<file path="config.mk">
export PLATFORM = sky130hd
export DESIGN_NAME = seven_segment_capture
export DESIGN_NICKNAME = d
export VERILOG_FILES = /design/src/rtl/seven_segment_capture.sv
export SDC_FILE = /design/constraint.sdc
export NUM_CORES = 1
export LEC_CHECK = 0
export ABC_CLOCK_PERIOD_IN_PS = 3000
export BUFFER_PORTS_ARGS = -buffer_cell sky130_fd_sc_hd__buf_4
export CORE_MARGIN = 10
export CORE_UTILIZATION = 55
export CTS_CLUSTER_SIZE = 12
export DETAILED_ROUTE_END_ITERATION = 16
export GPL_ROUTABILITY_DRIVEN = 0
export PLACE_DENSITY = 0.74
export SLEW_MARGIN = 10
export SYNTH_ARGS = -nofsm -noshare
export SYNTH_HDL_FRONTEND = slang
export SYNTH_SLANG_ARGS = --single-unit
</file>
<file path="constraint.sdc">
create_clock -name i_clock -period 3 [get_ports i_clock]
set_input_delay 0.45 -clock i_clock [delete_from_list [all_inputs] [get_ports i_clock]]
set_output_delay 0.45 -clock i_clock [all_outputs]
set_load 0.005 [all_outputs]
</file>
<file path="src/rtl/seven_segment_capture.sv">
// Receive side of the two-digit multiplexed seven-segment bus: settles, captures and decodes each digit phase.
// Optional raw-pattern outputs are enabled by defining SEV_SEG_CAPTURE_RAW_EN.
module seven_segment_capture #(
    parameter int unsigned SETTLE_CYCLES  = 64,
    parameter int unsigned TIMEOUT_CYCLES = 1048576,
    parameter bit          SEG_ACTIVE_LOW = 1'b1
) (
    input  logic       i_clock,
    input  logic       i_reset_n,
    input  logic [6:0] i_sev_segments,
    input  logic       i_sev_seg_cathode,
    output logic [7:0] o_value,
    output logic       o_frame_valid,
    output logic       o_decode_err,
    output logic       o_stale
`ifdef SEV_SEG_CAPTURE_RAW_EN
    ,
    output logic [6:0] o_raw_digit_0,
    output logic [6:0] o_raw_digit_1
`endif
);

    localparam int unsigned SEG_W  = 7;
    localparam int unsigned IN_W   = SEG_W + 1;
    localparam int unsigned NIB_W  = 4;
    localparam int unsigned STAB_W = $clog2(SETTLE_CYCLES + 1);
    localparam int unsigned TO_W   = $clog2(TIMEOUT_CYCLES + 1);

    typedef enum logic {
        ST_SETTLE = 1'b0,
        ST_HOLD   = 1'b1
    } state_t;

    // Lit pattern (g..a) to {error, nibble}; unknown glyphs decode to 0 with error set.
    function automatic logic [NIB_W:0] decode_glyph(input logic [SEG_W-1:0] lit);
        logic [NIB_W:0] res;
        res = {1'b1, NIB_W'(0)};
        case (lit)
            7'h3F: res = 5'h00;
            7'h06: res = 5'h01;
            7'h5B: res = 5'h02;
            7'h4F: res = 5'h03;
            7'h66: res = 5'h04;
            7'h6D: res = 5'h05;
            7'h7D: res = 5'h06;
            7'h07: res = 5'h07;
            7'h7F: res = 5'h08;
            7'h6F: res = 5'h09;
            7'h77: res = 5'h0A;
            7'h7C: res = 5'h0B;
            7'h39: res = 5'h0C;
            7'h5E: res = 5'h0D;
            7'h79: res = 5'h0E;
            7'h71: res = 5'h0F;
            default: res = {1'b1, NIB_W'(0)};
        endcase
        return res;
    endfunction

    logic [IN_W-1:0]   r_sync1;
    logic [IN_W-1:0]   r_sync2;
    logic [IN_W-1:0]   r_prev;
    logic [STAB_W-1:0] r_stab_cnt;
    logic [TO_W-1:0]   r_to_cnt;
    state_t            r_state;
    logic              r_have_d0;
    logic [NIB_W-1:0]  r_d0;
    logic              r_err0;
    logic [7:0]        r_value;
    logic              r_frame_valid;
    logic              r_decode_err;
    logic              r_stale;

    logic [SEG_W-1:0]  w_seg;
    logic              w_changed;
    logic              w_cath_toggle;
    logic              w_capture;
    logic              w_digit1;
    logic [NIB_W:0]    w_dec;
    logic [TO_W-1:0]   w_to_next;

    assign w_seg         = SEG_ACTIVE_LOW ? ~r_sync2[SEG_W-1:0] : r_sync2[SEG_W-1:0];
    assign w_changed     = (r_sync2 != r_prev);
    assign w_cath_toggle = (r_sync2[IN_W-1] != r_prev[IN_W-1]);
    assign w_digit1      = r_sync2[IN_W-1];
    assign w_dec         = decode_glyph(w_seg);
    // Capture only on a cycle that itself is stable, so a same-cycle toggle is never lost.
    assign w_capture     = (r_state == ST_SETTLE) && (r_stab_cnt == STAB_W'(SETTLE_CYCLES)) && !w_changed;
    assign w_to_next     = w_cath_toggle ? TO_W'(0)
                         : (r_to_cnt == TO_W'(TIMEOUT_CYCLES)) ? r_to_cnt
                         : r_to_cnt + TO_W'(1);

    // Input synchroniser, stability and timeout counters.
    always_ff @(posedge i_clock) begin
        if (!i_reset_n) begin
            r_sync1    <= '0;
            r_sync2    <= '0;
            r_prev     <= '0;
            r_stab_cnt <= '0;
            r_to_cnt   <= '0;
            r_stale    <= 1'b0;
        end else begin
            r_sync1  <= {i_sev_seg_cathode, i_sev_segments};
            r_sync2  <= r_sync1;
            r_prev   <= r_sync2;
            r_to_cnt <= w_to_next;
            r_stale  <= (w_to_next == TO_W'(TIMEOUT_CYCLES));
            if (w_changed) begin
                r_stab_cnt <= '0;
            end else if (r_stab_cnt != STAB_W'(SETTLE_CYCLES)) begin
                r_stab_cnt <= r_stab_cnt + STAB_W'(1);
            end
        end
    end

    // Phase FSM and frame assembly.
    always_ff @(posedge i_clock) begin
        if (!i_reset_n) begin
            r_state       <= ST_SETTLE;
            r_have_d0     <= 1'b0;
            r_d0          <= '0;
            r_err0        <= 1'b0;
            r_value       <= '0;
            r_frame_valid <= 1'b0;
            r_decode_err  <= 1'b0;
        end else begin
            r_frame_valid <= 1'b0;
            case (r_state)
                ST_SETTLE: begin
                    if (w_capture) begin
                        r_state <= ST_HOLD;
                        if (!w_digit1) begin
                            r_d0      <= w_dec[NIB_W-1:0];
                            r_err0    <= w_dec[NIB_W];
                            r_have_d0 <= 1'b1;
                        end else if (r_have_d0) begin
                            r_value       <= {w_dec[NIB_W-1:0], r_d0};
                            r_decode_err  <= r_err0 | w_dec[NIB_W];
                            r_frame_valid <= 1'b1;
                            r_have_d0     <= 1'b0;
                        end
                    end
                end
                ST_HOLD: begin
                    if (w_cath_toggle) begin
                        r_state <= ST_SETTLE;
                    end
                end
                default: r_state <= ST_SETTLE;
            endcase
        end
    end

`ifdef SEV_SEG_CAPTURE_RAW_EN
    logic [SEG_W-1:0] r_raw_d0;
    logic [SEG_W-1:0] r_raw_digit_0;
    logic [SEG_W-1:0] r_raw_digit_1;

    // Raw lit patterns, tracking the same captures as the decoded frame.
    always_ff @(posedge i_clock) begin
        if (!i_reset_n) begin
            r_raw_d0      <= '0;
            r_raw_digit_0 <= '0;
            r_raw_digit_1 <= '0;
        end else if (w_capture) begin
            if (!w_digit1) begin
                r_raw_d0 <= w_seg;
            end else if (r_have_d0) begin
                r_raw_digit_0 <= r_raw_d0;
                r_raw_digit_1 <= w_seg;
            end
        end
    end

    assign o_raw_digit_0 = r_raw_digit_0;
    assign o_raw_digit_1 = r_raw_digit_1;
`endif

    assign o_value       = r_value;
    assign o_frame_valid = r_frame_valid;
    assign o_decode_err  = r_decode_err;
    assign o_stale       = r_stale;

endmodule
</file>
==> After elaboration in Yosys (flattened, before gate mapping) <==
Index checks and enable logic that the tools add are counted.
{ "word_totals": {"wordCells": 59, "ff_bits": 70} }
{ "classes": {"n_eq_ne": 22, "reduce_logical": 8, "n_addsub": 2, "bitwise_logic": 6, "n_mux": 8} }
{ "ops": {"columns": ["operator", "n"], "rows": [
  ["7-bit equality test (second input constant)", 13],
  ["5-bit one-hot mux with 16 select lines", 1],
  ["21-bit equality test (second input constant)", 2],
  ["21-bit 2-to-1 mux", 2],
  ["21-bit by 1-bit adder with 21-bit output (second input constant)", 1],
  ["7-bit by 3-bit equality test with 1-bit output (second input constant)", 2],
  ["7-bit by 6-bit equality test with 1-bit output (second input constant)", 2],
  ["8-bit != test", 1],
  ["7-bit by 1-bit adder with 7-bit output (second input constant)", 1],
  ["7-bit != test (second input constant)", 1],
  ["7-bit NOT", 1],
  ["1-bit 2-to-1 mux", 4],
  ["1-bit NOT", 4],
  ["4-bit AND reduction", 1],
  ["4-bit OR reduction", 1],
  ["3-bit AND reduction", 1],
  ["1-bit logical AND", 2],
  ["1-bit one-hot mux with 2 select lines", 1],
  ["2-bit AND reduction", 1],
  ["2-bit OR reduction", 1],
  ["1-bit logical NOT", 1],
  ["1-bit != test", 1],
  ["1-bit bitwise OR", 1]
]} }

==> Depth between registers and ports, before layout <==
Gate-level depths: netlist of run 1.
{ "depth": {"depth_word": 5, "mapped_depth": 9, "mapped_depth_nobuf": 8} }

==> Worst setup path after synthesis of run 1 <==
Ideal clock, no wire load.
{ "synth_path": {"path_type": "reg2reg", "start": "reg r_stab_cnt[0]", "end": "reg r_value[6] (netlist: o_value[6])", "n_path_buf": 1, "t_arrival_ns": 1.622, "setup_slack_ns": 1.256, "stages_incl_launch_ff": 9, "synth_period_minus_slack_ns": 1.744, "path_cell_list": "dfxtp_1 -> inv_1 -> ha_1 -> nor4b_4 -> nand3b_4 -> nor4_4 -> nand3_1 -> buf_6 -> o311a_1"} }
{ "synth_via": {"elab_chain_len": 4} }
{ "synth_lines": {"columns": ["item", "line_no", "text"], "rows": [
  ["start, declared", "63", "logic [STAB_W-1:0] r_stab_cnt;"],
  ["start signal, assigned", "111", "r_stab_cnt <= r_stab_cnt + STAB_W'(1);"],
  ["7-bit equality test", "88", "assign w_capture = (r_state == ST_SETTLE) && (r_stab_cnt == STAB_W'(SETTLE_CYCLES)) && !w_changed;"],
  ["1-bit logical AND (2 in series)", "88", null],
  ["4-bit AND reduction (no line)", null, null],
  ["end signal, assigned", "137", "r_value <= {w_dec[NIB_W-1:0], r_d0};"],
  ["end, declared", "69", "logic [7:0] r_value;"]
]} }
Every way passes these cells.
A chain may end at the register's enable or synchronous reset.

==> Worst setup path in the final report of run 1 <==
{ "layout_path": {"start": "reg r_sync2[4]", "end": "reg r_value[6] (netlist: o_value[6])"} }
{ "layout_via": {"elab_chain_len": 4} }
{ "layout_lines": {"columns": ["item", "line_no", "text"], "rows": [
  ["start, declared", "61", "logic [IN_W-1:0] r_sync2;"],
  ["start signal, assigned", "104", "r_sync2 <= r_sync1;"],
  ["branches (longest 4 deep; another with 5-bit one-hot mux with 16 select lines)", null, null]
]} }
Parallel ways; which one is timed is not known.

==> results.yml, run 1 <==
critical_path:
  cp-start-kind: "flip-flop"
  worstPathRequired_ps: 3230
  r2r-start: "r_sync2[4]$_SDFF_PN0_"
  slowest_delay_ps: 680
  crit_slowest_cell: "dfxtp_1"
  cp-startpoint: "r_sync2[4]$_SDFF_PN0_"
  crit_chain: "xnor2_2 -> nand4_2 -> nor4_4 -> nand3_1 -> buf_4 -> o311a_1"
  cp.arrival_ps: 2520
  end_kind: "flip-flop"
  crit_fanout: 16
  path_class: "flip-flop to flip-flop"
global_routing:
  antenna_found_initial: 0
  grt_pass1_vias: 2302
  grt_pass1_wl_um: 10400
  grt_overflow: 0
  grt_max_degree: 44
  grt_usage_pct: 12.9
logic_synthesis:
  synth_top_area_share_pct: 42.1
  synth_edf_count: 0
  syn_nets: 371
  synth_adder_area_share_pct: 1.50
  ys_ff_latch: 70
  synthArstFlopShare_pct: 0
  avgSynthCellArea_um2: 9.33
  syn_area_um2: 3330
  synth_compound_area_share_pct: 5.56
  synth_top_family_by_area: "simple AND/OR/NAND/NOR gates"
  synth-xor-area-share_pct: 10.2
  netlist_instances: 357
  ys_types: 55
  yosysWarnings: 0
  synth.area.top_cells: "dfxtp_1, and2_1, nor2_1, xor2_1, xnor2_1"
  ys_seq_area_share_pct: 42.1
  synthMuxAreaShare_pct: 3.94
  yosys.area_share.simple_pct: 32.5
  synth_largest_area_cell: "dfxtp_1"
  synth_ff_type: "dfxtp_1"
floorplanning:
  num_rows: 28
  ioPinCount: 21
  initial_core_util_pct: 56.6
  die_w_um: 97.8
  die-area_um2: 9570
  placeableCoreArea_um2: 5890
  die_y_um: 97.8
clock_network:
  clockBufferDepth: 2
  clock-sinks: 70
  htree_levels: 3
  post_cts_resized: 0
  cts_buffers: 9
  hold_buffers: 0
  clockRootBuffer: "clkbuf_8"
  insertion_delay_ps: 340
  clkSlewWorstSetupHoldPaths_ps: 70
  cts_tree: "yes"
  post-cts-setup-buffers: 0
pwr:
  pwr_density_cell_nw_per_um2: 522
  vdd_drop_max_v: 0.000256
  p_leak_nw: 1.44
timing:
  slew_viol_final: 0
  fmax_ghz: 0.437
  fin_tns_setup_ps: 0
  timing.final.crit_share_pct: 76.3
  grt_setup_unrepaired: "no"
  worst_pin_slew_ps: 563
  setup_viol: 0
  finClkSkew_ps: 7.19
  slew_headroom_pct: 62.4
  fin_crit_ps: 2290
  hold_viol: 0
final_layout:
  final_common_cell: "dfxtp_1"
  final_area_um2: 3700
  num_antenna_cells: 0
  layout-drive-gt1-share_pct: 14.5
  finish.net_count: 383
  final_cell_mix: "dfxtp_1, nor2_1, and2_1"
  syn_to_final_growth_pct: 11.0
drt:
  drt_iter0_drc: 113
  drt-total-wl_um: 6160
  drt-wirelength-per-cell_um: 13.8
  drcViolationCount: 0
  vias: 2445
  dr.pass1.iters: 4
  ant_nets: 0
  routed_via_density: 5.46
job:
  maxCapViolations: 0
min_path:
  hold_path_class: "input pin to flip-flop"
  min_from: "i_sev_segments[2]"
placement:
  port_buffers: 20
  dpl.hpwl_um: 4170
  place_area_um2: 3470
status:
  status: "finished, final reports clean"
-- cell usage after synthesis, drive strengths merged (6+ instances only) --
cell     n
nand3   18
o21ai    6
inv      7
nor3     9
nor2b   14
xnor2   19
dfxtp   70
nand2   17
and2    28
nand4   11
nor4     7
xor2    18
a21oi    7
clkbuf   8
mux2i   12
buf     13
nor2    44
-- kinds of logic after synthesis --
family | Yosys count
AOI/OAI and AO/OA | 28
DFF | 70
muxes | 13
and+or+nand+nor | 177
adders and majority gates | 4
xor gates and xnor gates | 37
buffers and inverters | 28
-- worst paths after layout --
path,endpoint,slack [ps],depth (start not counted)
worst min-delay path,r_sync1[2]$_SDFF_PN0_,310,2
worst min register to register,r_sync2[4]$_SDFF_PN0_,430,1
worst max-delay path,o_value[6]$_SDFFE_PN0P_,710,6
worst max register to register,o_value[6]$_SDFFE_PN0P_,710,6
-- layout make-up --
cell class              instances  area (µm²)
fillers                       518        2190
multi-input cells             259        1790
flip-flops and latches         70        1400
repair buffers                 22         165
clock buffers                  12         155
well taps                      75        93.8
clock inverters                 3        67.6
inverters                       7        26.3
-- registers in the layout, summed over array words and instances (netlist names) --
signal / flops
o_decode_err: 1
o_frame_valid: 1
o_stale: 1
o_value: 8
r_d0: 4
r_err0: 1
r_have_d0: 1
r_prev: 8
r_stab_cnt: 7
r_state: 1
r_sync1: 8
r_sync2: 8
r_to_cnt: 21
-- metal layers --
layer	share of wire (%)	up-vias	GRT usage, %
li1	-	1244	-
met3	4.2	18	4.02
met1	46	1127	14.9
met2	47	56	20.9
met4	2.5	0	6.60
met5	0	-	0
-- through the flow --
| stage | util, % | cells | setup slack [ps] | hold WS, ps | total power, W |
|---|---|---|---|---|---|
| 3_5_place_dp | 59.0 | 433 | 753 | 418 | 0.00110 |
| 4_1_cts | 62.8 | 448 | 720 | 298 | 0.00195 |
| 3_3_place_gp | 59.0 | 433 | 818 | 413 | 0.00110 |
| 5_1_grt | 62.8 | 448 | 569 | 302 | 0.00200 |
| 6_report | 62.8 | 448 | 711 | 309 | 0.00193 |
| 2_1_floorplan | - | 357 | 1260 | 412 | 0.00108 |
-- critical path, delay by kind of cell (launching register included) --
family                    cells  cell delay, ps
AOI/OAI and AO/OA             1             290
xor gates and xnor gates      1             190
buffers and inverters         1             240
DFF                           1             680
and+or+nand+nor               3             770
-- power breakdown --
part / switching (W) / internal (W)
logic: 0.0000573 / 0.0000539
clock network: 0.000337 / 0.000509
registers: 0.0000252 / 0.000947
total: 0.000419 / 0.00151
No activity file was read; power rests on OpenSTA's default activity.
==> inputs of run 2 (changes only) <==
--- a/config.mk
+++ b/config.mk
@@ -5,14 +5,15 @@
 export SDC_FILE = /design/constraint.sdc
 export NUM_CORES = 1
 export LEC_CHECK = 0
-export ABC_CLOCK_PERIOD_IN_PS = 3000
+export ABC_AREA = 1
+export ABC_CLOCK_PERIOD_IN_PS = 1900
 export BUFFER_PORTS_ARGS = -buffer_cell sky130_fd_sc_hd__buf_4
 export CORE_MARGIN = 10
-export CORE_UTILIZATION = 55
+export CORE_UTILIZATION = 54
 export CTS_CLUSTER_SIZE = 12
 export DETAILED_ROUTE_END_ITERATION = 16
 export GPL_ROUTABILITY_DRIVEN = 0
-export PLACE_DENSITY = 0.74
+export PLACE_DENSITY = 0.76
 export SLEW_MARGIN = 10
 export SYNTH_ARGS = -nofsm -noshare
 export SYNTH_HDL_FRONTEND = slang
==> constraint.sdc (replaced) <==
create_clock -name i_clock -period 1.9 [get_ports i_clock]
set_input_delay 0.285 -clock i_clock [delete_from_list [all_inputs] [get_ports i_clock]]
set_output_delay 0.285 -clock i_clock [all_outputs]
set_load 0.005 [all_outputs]
==> run 2 against run 1 <==
Via count rose by 28%. Hold slack got worse by 190 ps. Fmax rose by 32%. Clock power rose by 55%. Area after synthesis fell by 0.83%. Critical path depth rose by 4. Sequential power rose by 56%. Non-clock buffer count rose by 4. Critical endpoint is now o_value[0]$_SDFFE_PN0P_. Flip-flop and latch count did not move. Highest routed layer unchanged. Combinational power rose by 74%. Power rose by 57%. Largest power group unchanged.
==> results.yml, run 2 <==
status:
  status: "finished, final reports clean"
logic_synthesis:
  avgSynthCellArea_um2: 6.61
  synth_edf_count: 0
  ys_types: 28
  netlist_instances: 500
  ys_seq_area_share_pct: 42.4
  synth_top_area_share_pct: 42.4
  synth.area.top_cells: "dfxtp_1, nand2_1, nor2_1, inv_1, nand3_1"
  synth_ff_type: "dfxtp_1"
  netlist_top_cells_count: "nand2_1, nor2_1, dfxtp_1"
  synth_largest_area_cell: "dfxtp_1"
  ys_ff_latch: 70
  post-synth-top-count-cell: "nand2_1"
  synthArstFlopShare_pct: 0
  syn_nets: 514
  yosysWarnings: 0
  syn_area_um2: 3300
clock_network:
  cts_tree: "yes"
  htree_levels: 3
  clock-sinks: 70
  cts_buffers: 9
  clkSlewWorstSetupHoldPaths_ps: 80
  insertion_delay_ps: 350
  clockRootBuffer: "clkbuf_8"
  clockBufferDepth: 2
floorplanning:
  die-area_um2: 9650
  die_w_um: 98.2
  num_rows: 28
  placeableCoreArea_um2: 5920
  initial_core_util_pct: 55.8
  die_y_um: 98.2
  ioPinCount: 21
critical_path:
  path_class: "flip-flop to flip-flop"
  reg2reg_depth: 10
  cp-startpoint: "r_stab_cnt[0]$_SDFFE_PP0P_"
  crit_path_end: "o_value[0]$_SDFFE_PN0P_"
  cp-start-kind: "flip-flop"
  worstPathRequired_ps: 2170
  crit_fanout: 5
  end_kind: "flip-flop"
  r2r_end: "o_value[0]$_SDFFE_PN0P_"
  rrSetupSlack_ps: 170
  cp.arrival_ps: 2000
  r2r-start: "r_stab_cnt[0]$_SDFFE_PP0P_"
drt:
  drt-total-wl_um: 7440
  routed_via_density: 5.17
  dr.pass1.iters: 4
  drcViolationCount: 0
  drt-wirelength-per-cell_um: 12.3
  vias: 3141
  ant_nets: 0
  drt_iter0_drc: 202
final_layout:
  largest_reg_flops: 21
  syn_to_final_growth_pct: 15.5
  final_common_cell: "nand2_1"
  final_cell_mix: "nand2_1, nor2_1, inv_1"
  fillers: 510
  finish.net_count: 542
  regMostFlops: "r_to_cnt"
  num_antenna_cells: 0
  layout-drive-gt1-share_pct: 12.4
  finish.utilization_pct: 64.4
timing:
  grt_setup_unrepaired: "no"
  worst_pin_slew_ps: 377
  slew_viol_final: 0
  finClkSkew_ps: 15.6
  fin_ws_ps: 169
  timing.final.crit_share_pct: 91.1
  fin_tns_setup_ps: 0
  hold_viol: 0
  hold_ws_ps: 116
  slew_headroom_pct: 74.7
  setup_viol: 0
  fin_crit_ps: 1730
  fmax_ghz: 0.578
pwr:
  power.total_w: 0.00303
  vdd_drop_max_v: 0.000747
  p_leak_nw: 1.84
  pwr_density_cell_nw_per_um2: 793
global_routing:
  grt_max_degree: 34
  grt_usage_pct: 15.5
  grt_pass1_vias: 2889
  grt_pass1_wl_um: 12600
  grt_overflow: 0
  antenna_found_initial: 0
placement:
  port_buffers: 20
  dpl.hpwl_um: 5330
  place_ws_ps: 102
min_path:
  hold_depth: 3
  hold_path_class: "input pin to flip-flop"
job:
  maxCapViolations: 0
==> run 2: metrics by stage <==
stage | instances | area [µm²]
6_report | 607 | 3810
3_3_place_gp | 591 | 3550
4_1_cts | 606 | 3760
3_5_place_dp | 591 | 3550
5_1_grt | 607 | 3810
2_1_floorplan | 500 | 3300
==> run 2: area by class of cell <==
cell class | count | area, µm² | area share [%]
multi-input combinational | 353 | 1650 | 43.2
clock inverter | 6 | 87.6 | 2.30
timing repair buffer | 26 | 195 | 5.12
sequential | 70 | 1410 | 37.0
tap | 75 | 93.8 | 2.46
inverter | 68 | 255 | 6.69
clock buffer | 9 | 124 | 3.25
==> run 2: where the power goes <==
part           internal, W  switching (W)
Combinational    0.0000682       0.000125
Sequential         0.00150      0.0000227
Clock             0.000732       0.000582
==> run 2: what timing repair did <==
| item | CTS | global route |
|---|---|---|
| setup buffers | 0 | 0 |
| setup endpoints to repair | 0 | 13 |
| resized for setup | 0 | 18 |
| endpoints found under the hold margin | 0 | 0 |
| hold buffers | 0 | 0 |
==> run 2: cells by family after synthesis <==
kind of cell / share of synthesized area [%]
compound gates: 5.30
xor+xnor: 2.88
fa+ha+maj: 1.52
buf+inv: 8.94
flops: 42.4
simple gates: 38.9
==> run 2: routing by layer <==
metal	up-vias	global-route usage, %	part of all wire (%)
met5	-	0	0
met4	0	7.28	1.8
met3	12	4.23	5.2
met2	83	27.0	50
met1	1437	17.0	43
li1	1609	-	-
==> run 2: critical path, stage by stage (launching register included) <==
cell     delay [ps]
dfxtp_1         340
inv_1           100
ha_1            170
nand2_1         100
nor2_4          120
nand2_2          90
nor2_2          110
nand2_2         120
nor3_4          280
nand2_1          90
a21oi_1         150
==> run 2: how the worst min path moves through the flow <==
| stage | startpoint | end | slack (ps) |
|---|---|---|---|
| finish | i_sev_segments[4] | r_sync1[4]$_SDFF_PN0_ | 120 |
| global route | i_sev_segments[5] | r_sync1[5]$_SDFF_PN0_ | 110 |
| CTS | i_sev_segments[4] | r_sync1[4]$_SDFF_PN0_ | 110 |
| detailed placement | r_sync1[4]$_SDFF_PN0_ | r_sync2[4]$_SDFF_PN0_ | 400 |
| global placement | r_sync1[4]$_SDFF_PN0_ | r_sync2[4]$_SDFF_PN0_ | 390 |
| floorplan | i_sev_segments[0] | r_sync1[0]$_SDFF_PN0_ | 380 |
